===== src/rtl/scaler_pkg.sv =====
// Shared types and constants for the pitch-scaler scheduler.
package scaler_pkg;

    typedef enum logic [2:0] {
        IDLE,
        CLEAR,
        START,
        RUN,
        HANDOFF
    } sched_state_t;

    localparam int BIN_ADDR_W       = 12;
    localparam int NUM_BINS_DEFAULT = 4096;

    typedef logic buf_sel_t;

endpackage


===== src/rtl/scaler_sched_if.sv =====
// Scheduler bus: cart_to_polar, scaler, buffer clear and polar_to_cart.
// SCALER_SCHED_STATS_EN adds the win/overrun counters.
interface scaler_sched_if
    import scaler_pkg::*;
#(
    parameter int ADDR_W = BIN_ADDR_W
);
    logic              c2p_done;
    buf_sel_t          c2p_win;
    logic [7:0]        shift_amt_in;
    logic              scl_go;
    buf_sel_t          scl_window;
    logic [7:0]        scl_shift_amt;
    logic              scl_done;
    logic              clr_buf;
    logic [ADDR_W-1:0] clr_addr;
    logic              clr_wren;
    logic              p2c_busy;
    logic              p2c_go;
    buf_sel_t          p2c_buf;
    logic              overrun;
    logic              busy;
`ifdef SCALER_SCHED_STATS_EN
    logic [15:0]       win_count;
    logic [15:0]       overrun_count;

    modport master (
        input  c2p_done, c2p_win, shift_amt_in,
        input  scl_done, p2c_busy,
        output scl_go, scl_window, scl_shift_amt,
        output clr_buf, clr_addr, clr_wren,
        output p2c_go, p2c_buf, overrun, busy,
        output win_count, overrun_count
    );

    modport slave (
        output c2p_done, c2p_win, shift_amt_in,
        output scl_done, p2c_busy,
        input  scl_go, scl_window, scl_shift_amt,
        input  clr_buf, clr_addr, clr_wren,
        input  p2c_go, p2c_buf, overrun, busy,
        input  win_count, overrun_count
    );
`else
    modport master (
        input  c2p_done, c2p_win, shift_amt_in,
        input  scl_done, p2c_busy,
        output scl_go, scl_window, scl_shift_amt,
        output clr_buf, clr_addr, clr_wren,
        output p2c_go, p2c_buf, overrun, busy
    );

    modport slave (
        output c2p_done, c2p_win, shift_amt_in,
        output scl_done, p2c_busy,
        input  scl_go, scl_window, scl_shift_amt,
        input  clr_buf, clr_addr, clr_wren,
        input  p2c_go, p2c_buf, overrun, busy
    );
`endif

endinterface


===== src/rtl/scaler_sched_buf_clear_ctr.sv =====
// Ascending clear-address counter: one write per cycle, 0..NUM_BINS-1.
module buf_clear_ctr #(
    parameter int ADDR_W   = 12,
    parameter int NUM_BINS = 4096
) (
    input  logic              clk,
    input  logic              reset,
    input  logic              start_i,
    output logic [ADDR_W-1:0] addr_o,
    output logic              wren_o,
    output logic              last_o
);
    localparam logic [ADDR_W-1:0] LAST = ADDR_W'(NUM_BINS - 1);

    logic              active_q, active_d;
    logic [ADDR_W-1:0] addr_q, addr_d;

    always_comb begin
        active_d = active_q;
        addr_d   = addr_q;
        if (start_i) begin
            active_d = 1'b1;
            addr_d   = '0;
        end else if (active_q) begin
            if (addr_q == LAST) begin
                active_d = 1'b0;
                addr_d   = '0;
            end else begin
                addr_d = addr_q + ADDR_W'(1);
            end
        end
    end

    always_ff @(posedge clk) begin
        if (reset) begin
            active_q <= 1'b0;
            addr_q   <= '0;
        end else begin
            active_q <= active_d;
            addr_q   <= addr_d;
        end
    end

    assign addr_o = addr_q;
    assign wren_o = active_q;
    assign last_o = active_q && (addr_q == LAST);

endmodule


===== src/rtl/scaler_sched.sv =====
// Schedules the pitch scaler over the ping-pong window buffers.
// SCALER_SCHED_STATS_EN adds saturating win/overrun counters.
module scaler_sched
    import scaler_pkg::*;
#(
    parameter int ADDR_W   = BIN_ADDR_W,
    parameter int NUM_BINS = NUM_BINS_DEFAULT
) (
    input  logic           clk,
    input  logic           reset,
    scaler_sched_if.master bus
);
    sched_state_t state_q, state_d;
    buf_sel_t     win_q, win_d;
    buf_sel_t     last_win_q, last_win_d;
    buf_sel_t     p2c_buf_q, p2c_buf_d;
    buf_sel_t     pick;
    logic [7:0]   shift_q, shift_d;
    logic [1:0]   pend_q, pend_d;
    logic         rearm_q, rearm_d;
    logic         overrun_q, overrun_d;
    logic         done_q;
    logic         done_edge, hit_active, dup;
    logic         clr_start, clr_last;
    logic         scl_go, p2c_go, pend_clr;

    assign done_edge  = bus.scl_done && !done_q && (state_q == RUN);
    assign hit_active = bus.c2p_done && (state_q != IDLE)
                        && (bus.c2p_win == win_q);
    assign dup        = bus.c2p_done && pend_q[bus.c2p_win];

    always_comb begin
        pick = ~last_win_q;
        unique case (1'b1)
            pend_q == 2'b01: pick = 1'b0;
            pend_q == 2'b10: pick = 1'b1;
            default:         pick = ~last_win_q;
        endcase
    end

    always_comb begin
        state_d    = state_q;
        win_d      = win_q;
        shift_d    = shift_q;
        last_win_d = last_win_q;
        p2c_buf_d  = p2c_buf_q;
        rearm_d    = rearm_q | hit_active;
        clr_start  = 1'b0;
        scl_go     = 1'b0;
        p2c_go     = 1'b0;
        pend_clr   = 1'b0;
        unique case (state_q)
            IDLE: begin
                if (pend_q != 2'b00) begin
                    win_d     = pick;
                    shift_d   = bus.shift_amt_in;
                    clr_start = 1'b1;
                    rearm_d   = 1'b0;
                    state_d   = CLEAR;
                end
            end
            CLEAR: begin
                if (clr_last) state_d = START;
            end
            START: begin
                scl_go  = 1'b1;
                state_d = RUN;
            end
            RUN: begin
                // A re-request of the active window keeps it pending.
                if (done_edge) begin
                    pend_clr   = !(rearm_q || hit_active);
                    last_win_d = win_q;
                    state_d    = HANDOFF;
                end
            end
            HANDOFF: begin
                if (!bus.p2c_busy) begin
                    p2c_go    = 1'b1;
                    p2c_buf_d = win_q;
                    state_d   = IDLE;
                end
            end
            default: state_d = IDLE;
        endcase

        pend_d = pend_q;
        if (pend_clr) pend_d[win_q] = 1'b0;
        if (bus.c2p_done) pend_d[bus.c2p_win] = 1'b1;
        overrun_d = dup || hit_active;
    end

    always_ff @(posedge clk) begin
        if (reset) begin
            state_q    <= IDLE;
            win_q      <= 1'b0;
            last_win_q <= 1'b1;
            p2c_buf_q  <= 1'b0;
            shift_q    <= '0;
            pend_q     <= '0;
            rearm_q    <= 1'b0;
            overrun_q  <= 1'b0;
            done_q     <= 1'b0;
        end else begin
            state_q    <= state_d;
            win_q      <= win_d;
            last_win_q <= last_win_d;
            p2c_buf_q  <= p2c_buf_d;
            shift_q    <= shift_d;
            pend_q     <= pend_d;
            rearm_q    <= rearm_d;
            overrun_q  <= overrun_d;
            done_q     <= bus.scl_done;
        end
    end

    buf_clear_ctr #(
        .ADDR_W   (ADDR_W),
        .NUM_BINS (NUM_BINS)
    ) u_clr (
        .clk     (clk),
        .reset   (reset),
        .start_i (clr_start),
        .addr_o  (bus.clr_addr),
        .wren_o  (bus.clr_wren),
        .last_o  (clr_last)
    );

    assign bus.scl_go        = scl_go;
    assign bus.scl_window    = win_q;
    assign bus.scl_shift_amt = shift_q;
    assign bus.clr_buf       = win_q;
    assign bus.p2c_go        = p2c_go;
    assign bus.p2c_buf       = p2c_go ? win_q : p2c_buf_q;
    assign bus.overrun       = overrun_q;
    assign bus.busy          = (state_q != IDLE);

`ifdef SCALER_SCHED_STATS_EN
    logic [15:0] win_cnt_q, ovr_cnt_q;

    always_ff @(posedge clk) begin
        if (reset) begin
            win_cnt_q <= '0;
            ovr_cnt_q <= '0;
        end else begin
            if (p2c_go && (win_cnt_q != 16'hFFFF))
                win_cnt_q <= win_cnt_q + 16'd1;
            if (overrun_q && (ovr_cnt_q != 16'hFFFF))
                ovr_cnt_q <= ovr_cnt_q + 16'd1;
        end
    end

    assign bus.win_count     = win_cnt_q;
    assign bus.overrun_count = ovr_cnt_q;
`endif

endmodule


===== src/flat_wrapper.sv =====
// flat-port wrapper written by rule: the top's interface ports become plain ports
module scaler_sched_flat import scaler_pkg::*;
#(
    parameter int ADDR_W   = BIN_ADDR_W,
    parameter int NUM_BINS = NUM_BINS_DEFAULT
)
  (clk, reset, bus_c2p_done, bus_c2p_win, bus_shift_amt_in, bus_scl_done, bus_p2c_busy, bus_scl_go, bus_scl_window, bus_scl_shift_amt, bus_clr_buf, bus_clr_addr, bus_clr_wren, bus_p2c_go, bus_p2c_buf, bus_overrun, bus_busy);
  scaler_sched_if #(.ADDR_W(ADDR_W)) bus_i ();
  input  logic clk;
  input  logic reset;
  input wire logic [$bits(bus_i.c2p_done)-1:0] bus_c2p_done;
  input wire logic [$bits(bus_i.c2p_win)-1:0] bus_c2p_win;
  input wire logic [$bits(bus_i.shift_amt_in)-1:0] bus_shift_amt_in;
  input wire logic [$bits(bus_i.scl_done)-1:0] bus_scl_done;
  input wire logic [$bits(bus_i.p2c_busy)-1:0] bus_p2c_busy;
  output wire logic [$bits(bus_i.scl_go)-1:0] bus_scl_go;
  output wire logic [$bits(bus_i.scl_window)-1:0] bus_scl_window;
  output wire logic [$bits(bus_i.scl_shift_amt)-1:0] bus_scl_shift_amt;
  output wire logic [$bits(bus_i.clr_buf)-1:0] bus_clr_buf;
  output wire logic [$bits(bus_i.clr_addr)-1:0] bus_clr_addr;
  output wire logic [$bits(bus_i.clr_wren)-1:0] bus_clr_wren;
  output wire logic [$bits(bus_i.p2c_go)-1:0] bus_p2c_go;
  output wire logic [$bits(bus_i.p2c_buf)-1:0] bus_p2c_buf;
  output wire logic [$bits(bus_i.overrun)-1:0] bus_overrun;
  output wire logic [$bits(bus_i.busy)-1:0] bus_busy;
  assign bus_i.c2p_done = bus_c2p_done;
  assign bus_i.c2p_win = bus_c2p_win;
  assign bus_i.shift_amt_in = bus_shift_amt_in;
  assign bus_i.scl_done = bus_scl_done;
  assign bus_i.p2c_busy = bus_p2c_busy;
  assign bus_scl_go = bus_i.scl_go;
  assign bus_scl_window = bus_i.scl_window;
  assign bus_scl_shift_amt = bus_i.scl_shift_amt;
  assign bus_clr_buf = bus_i.clr_buf;
  assign bus_clr_addr = bus_i.clr_addr;
  assign bus_clr_wren = bus_i.clr_wren;
  assign bus_p2c_go = bus_i.p2c_go;
  assign bus_p2c_buf = bus_i.p2c_buf;
  assign bus_overrun = bus_i.overrun;
  assign bus_busy = bus_i.busy;
  scaler_sched #(.ADDR_W(ADDR_W), .NUM_BINS(NUM_BINS)) u_core (.clk(clk), .reset(reset), .bus(bus_i));
endmodule

===== config.mk =====
export PLATFORM = sky130hd
export DESIGN_NAME = scaler_sched_flat
export DESIGN_NICKNAME = d
export VERILOG_FILES = /design/src/rtl/scaler_pkg.sv /design/src/rtl/scaler_sched_if.sv /design/src/rtl/scaler_sched_buf_clear_ctr.sv /design/src/rtl/scaler_sched.sv /design/src/flat_wrapper.sv
export SDC_FILE = /design/constraint.sdc
export NUM_CORES = 1
export LEC_CHECK = 0
export CORE_ASPECT_RATIO = 2
export CORE_MARGIN = 2
export CORE_UTILIZATION = 40
export CTS_CLUSTER_SIZE = 20
export DETAILED_ROUTE_END_ITERATION = 10
export HOLD_SLACK_MARGIN = 0.12
export PLACE_DENSITY = 0.73
export SLEW_MARGIN = 20
export SYNTH_ARGS = -nofsm -noshare
export SYNTH_HDL_FRONTEND = slang
export SYNTH_SLANG_ARGS = --single-unit

===== constraint.sdc =====
create_clock -name clk -period 1.7 [get_ports clk]
set_input_delay 0.34 -clock clk [delete_from_list [all_inputs] [get_ports clk]]
set_output_delay 0.34 -clock clk [all_outputs]
set_load 0.1 [all_outputs]

==> metrics.txt <==
initial antenna violation count 0; CTS sink cnt 32; DRT Pass-1 Iters 4; Final Cycle Share 105%; hold path depth 1; setup TNS -147 ps; Fillers 244; CTS root buf clkbuf_8; Reg-to-Reg Start u_core.pend_q[1]$_SDFF_PP0_; commonest cells after routing, fill and taps aside buf_12 (28), nand2_1 (25), a21oi_1 (17); hold_sp u_core.last_win_q$_SDFFE_PP1P_; TritonCTS clock tree done; vias in the first global route 1398; RSZ-0062 raised after global routing yes; Clk Latency, worst-skew pair 280 ps; final hold slack 474 ps; Avg Cell Area, Syn 8.70 µm²; Reg2Reg Setup Slack 130 ps; chip height 87.1 µm; Hold Fails Final Rpt 0; mux cell area share after synthesis 0.814%; post-synthesis register bit count 32; drt first-iter violations 21; dpl cells 230; largest net degree at the start of global routing 20; crit path max fanout 5; Final WS setup -92.5 ps; Max Transition Viols Final 0; Rows 30; skew final 3.30 ps; Port Buffer Count 41; Crit Path Class reg -> out; WL per Instance 14.7 µm; post-synthesis sequential area ratio 46.3%; commonest non-fill, non-tap cell in the layout buf_12; max capacitance violation total 0; Yosys cell types 35; Die Span X 45.6 µm; final cell count without fillers 239; Placement Cell Area 2150 µm²; arrival time of the worst setup path 1450 ps; required time worst endpoint 1360 ps; failing checks setup timing; RR Endpoint u_core.u_clr.addr_o[4]$_SDFFE_PP0P_; CTS Hold Bufs 0; worst r2r path cells 6; Worst setup SP type flip-flop; ANT nets after route 0; Synth Warn # 0; Initial Utilization 41.4%; routed via count 1302; Tightest Hold Check Type reg -> reg; boundary pin count 42; Synth Area in Simple Gates 28.1%; status complete, but fails checks; htree depth 2; Synth top area share 46.3%; Peak VDD IR 0.684 mV; adder and majority gate portion of the synthesized area 2.71%; Post-Synth XOR/XNOR Area 6.97%; Worst slew margin 81.3%; Mapped Nets 176; nets 223; CTS Buf Count 5; Placer Congestion 0.816; Via density 5.45; HPWL Detailed 2670 µm; Synth Area in Compound Gates 9.86%; final worst path period need 1790 ps; Mapped Cells 159; top post-synthesis cells by area dfxtp_1 (46%), nand2_1 (6.8%), a21oi_1 (6.2%); Synth area leader dfxtp_1; drt drc 0; Routed WL 3510 µm; static leakage 0.868 nW; end of the worst hold path u_core.last_win_q$_SDFFE_PP1P_; count of final setup violators 2; PD cells 851 nW/µm²; ant diodes 0; total congestion overflow 0; layout cells sized above 1 32.4%; synthesized area 1380 µm²; CTS Buffer Depth 2; Fmax 558 MHz; Area growth syn-to-layout 63.9%; Tot GR Track Use 20.5%; crit end category output pin; largest family of logic cells by synthesized area simple AND/OR/NAND/NOR gates; Worst-path clk slew 60 ps; total core area 3340 µm²; worst slew pin tran 281 ps; first-pass GRT wire length 5950 µm; Die Footprint 3970 µm²; post-route cell area 2270 µm²
-- area by class of cell --
cell class,count,area [µm²],share of cell area [%]
Multi-Input combinational cell,114,708,31.3
Tap cell,32,40.0,1.77
Clock buffer,8,90.1,3.98
Sequential cell,32,667,29.4
Timing Repair Buffer,48,742,32.7
Inverter,5,18.8,0.828
-- layer usage --
layer	GRT usage (%)	part of all wire (%)
met5	0	0
met3	4.98	3.8
met4	14.7	6.4
met2	35.1	56
met1	19.9	34
-- synth_stat cells, drive strengths merged --
| library cell | count |
|---|---|
| a211o | 1 |
| a211oi | 2 |
| a21oi | 17 |
| and2 | 1 |
| and3 | 2 |
| and4 | 4 |
| buf | 5 |
| clkbuf | 3 |
| dfxtp | 32 |
| ha | 3 |
| inv | 5 |
| mux2 | 1 |
| nand2 | 25 |
| nand2b | 4 |
| nand3 | 5 |
| nand3b | 2 |
| nand4 | 6 |
| nor2 | 16 |
| nor2b | 2 |
| nor3 | 2 |
| nor3b | 1 |
| nor4b | 1 |
| o21a | 1 |
| o21ai | 1 |
| o31ai | 2 |
| or2b | 1 |
| or3 | 1 |
| or3b | 1 |
| or4 | 1 |
| xnor2 | 2 |
| xor2 | 9 |
-- worst max-delay path, cell delays in order, from the launching register on --
cell and delay (ps):
dfxtp_4 360, nor4b_4 290, mux2_4 350, buf_12 170
-- worst max path at each step --
stage                                        start     endpoint  slack [ps]  cells past startpoint
finish              u_core.state_q[0]$_SDFFE_PP0P_  bus_p2c_buf         -90                      3
global route        u_core.state_q[0]$_SDFFE_PP0P_  bus_p2c_buf        -130                      3
CTS                 u_core.state_q[0]$_SDFFE_PP0P_  bus_p2c_buf        -110                      3
detailed placement                    bus_p2c_busy  bus_p2c_buf        -280                      4
global placement                      bus_p2c_busy  bus_p2c_buf        -260                      4
floorplan           u_core.state_q[1]$_SDFFE_PP0P_  bus_p2c_buf        -690                      3
-- logic make-up after synthesis --
logic type,Yosys count
adders and majority gates,3
muxes,1
AOI/OAI and AO/OA,24
xor gates and xnor gates,11
buffers and inverters,13
DFF,32
and+or+nand+nor,75
-- what timing repair did --
| action | 4_1_cts | 5_1_grt |
|---|---|---|
| setup endpoints to repair | 3 | 9 |
| gates resized for setup | 3 | 4 |
| setup buffers | 2 | 0 |
| pin swaps | 1 | 0 |
-- through the flow --
| stage | setup slack, ps | total power, mW | utilization [%] |
|---|---|---|---|
| after floorplan | -686 | 1.14 | - |
| after global placement | -263 | 1.32 | 64.3 |
| after detailed placement | -283 | 1.33 | 64.3 |
| after CTS | -111 | 1.94 | 67.3 |
| after global routing | -132 | 2.00 | 67.8 |
| final | -92.5 | 1.93 | 67.8 |
-- flip-flops by register name (all words and copies together), names as in the netlist --
signal / cells
u_core.bus.clr_buf: 1
u_core.bus.scl_shift_amt: 8
u_core.last_win_q: 1
u_core.p2c_buf_q: 1
u_core.done_q: 1
u_core.u_clr.wren_o: 1
u_core.bus.overrun: 1
u_core.state_q: 3
u_core.rearm_q: 1
u_core.u_clr.addr_o: 12
u_core.pend_q: 2
-- power breakdown --
part / total (mW) / internal [mW] / switching (mW)
clock network: 0.602 / 0.330 / 0.272
registers: 0.827 / 0.782 / 0.0447
logic: 0.499 / 0.193 / 0.306
total: 1.93 / 1.31 / 0.623
Power figures use the tool's default switching activity.
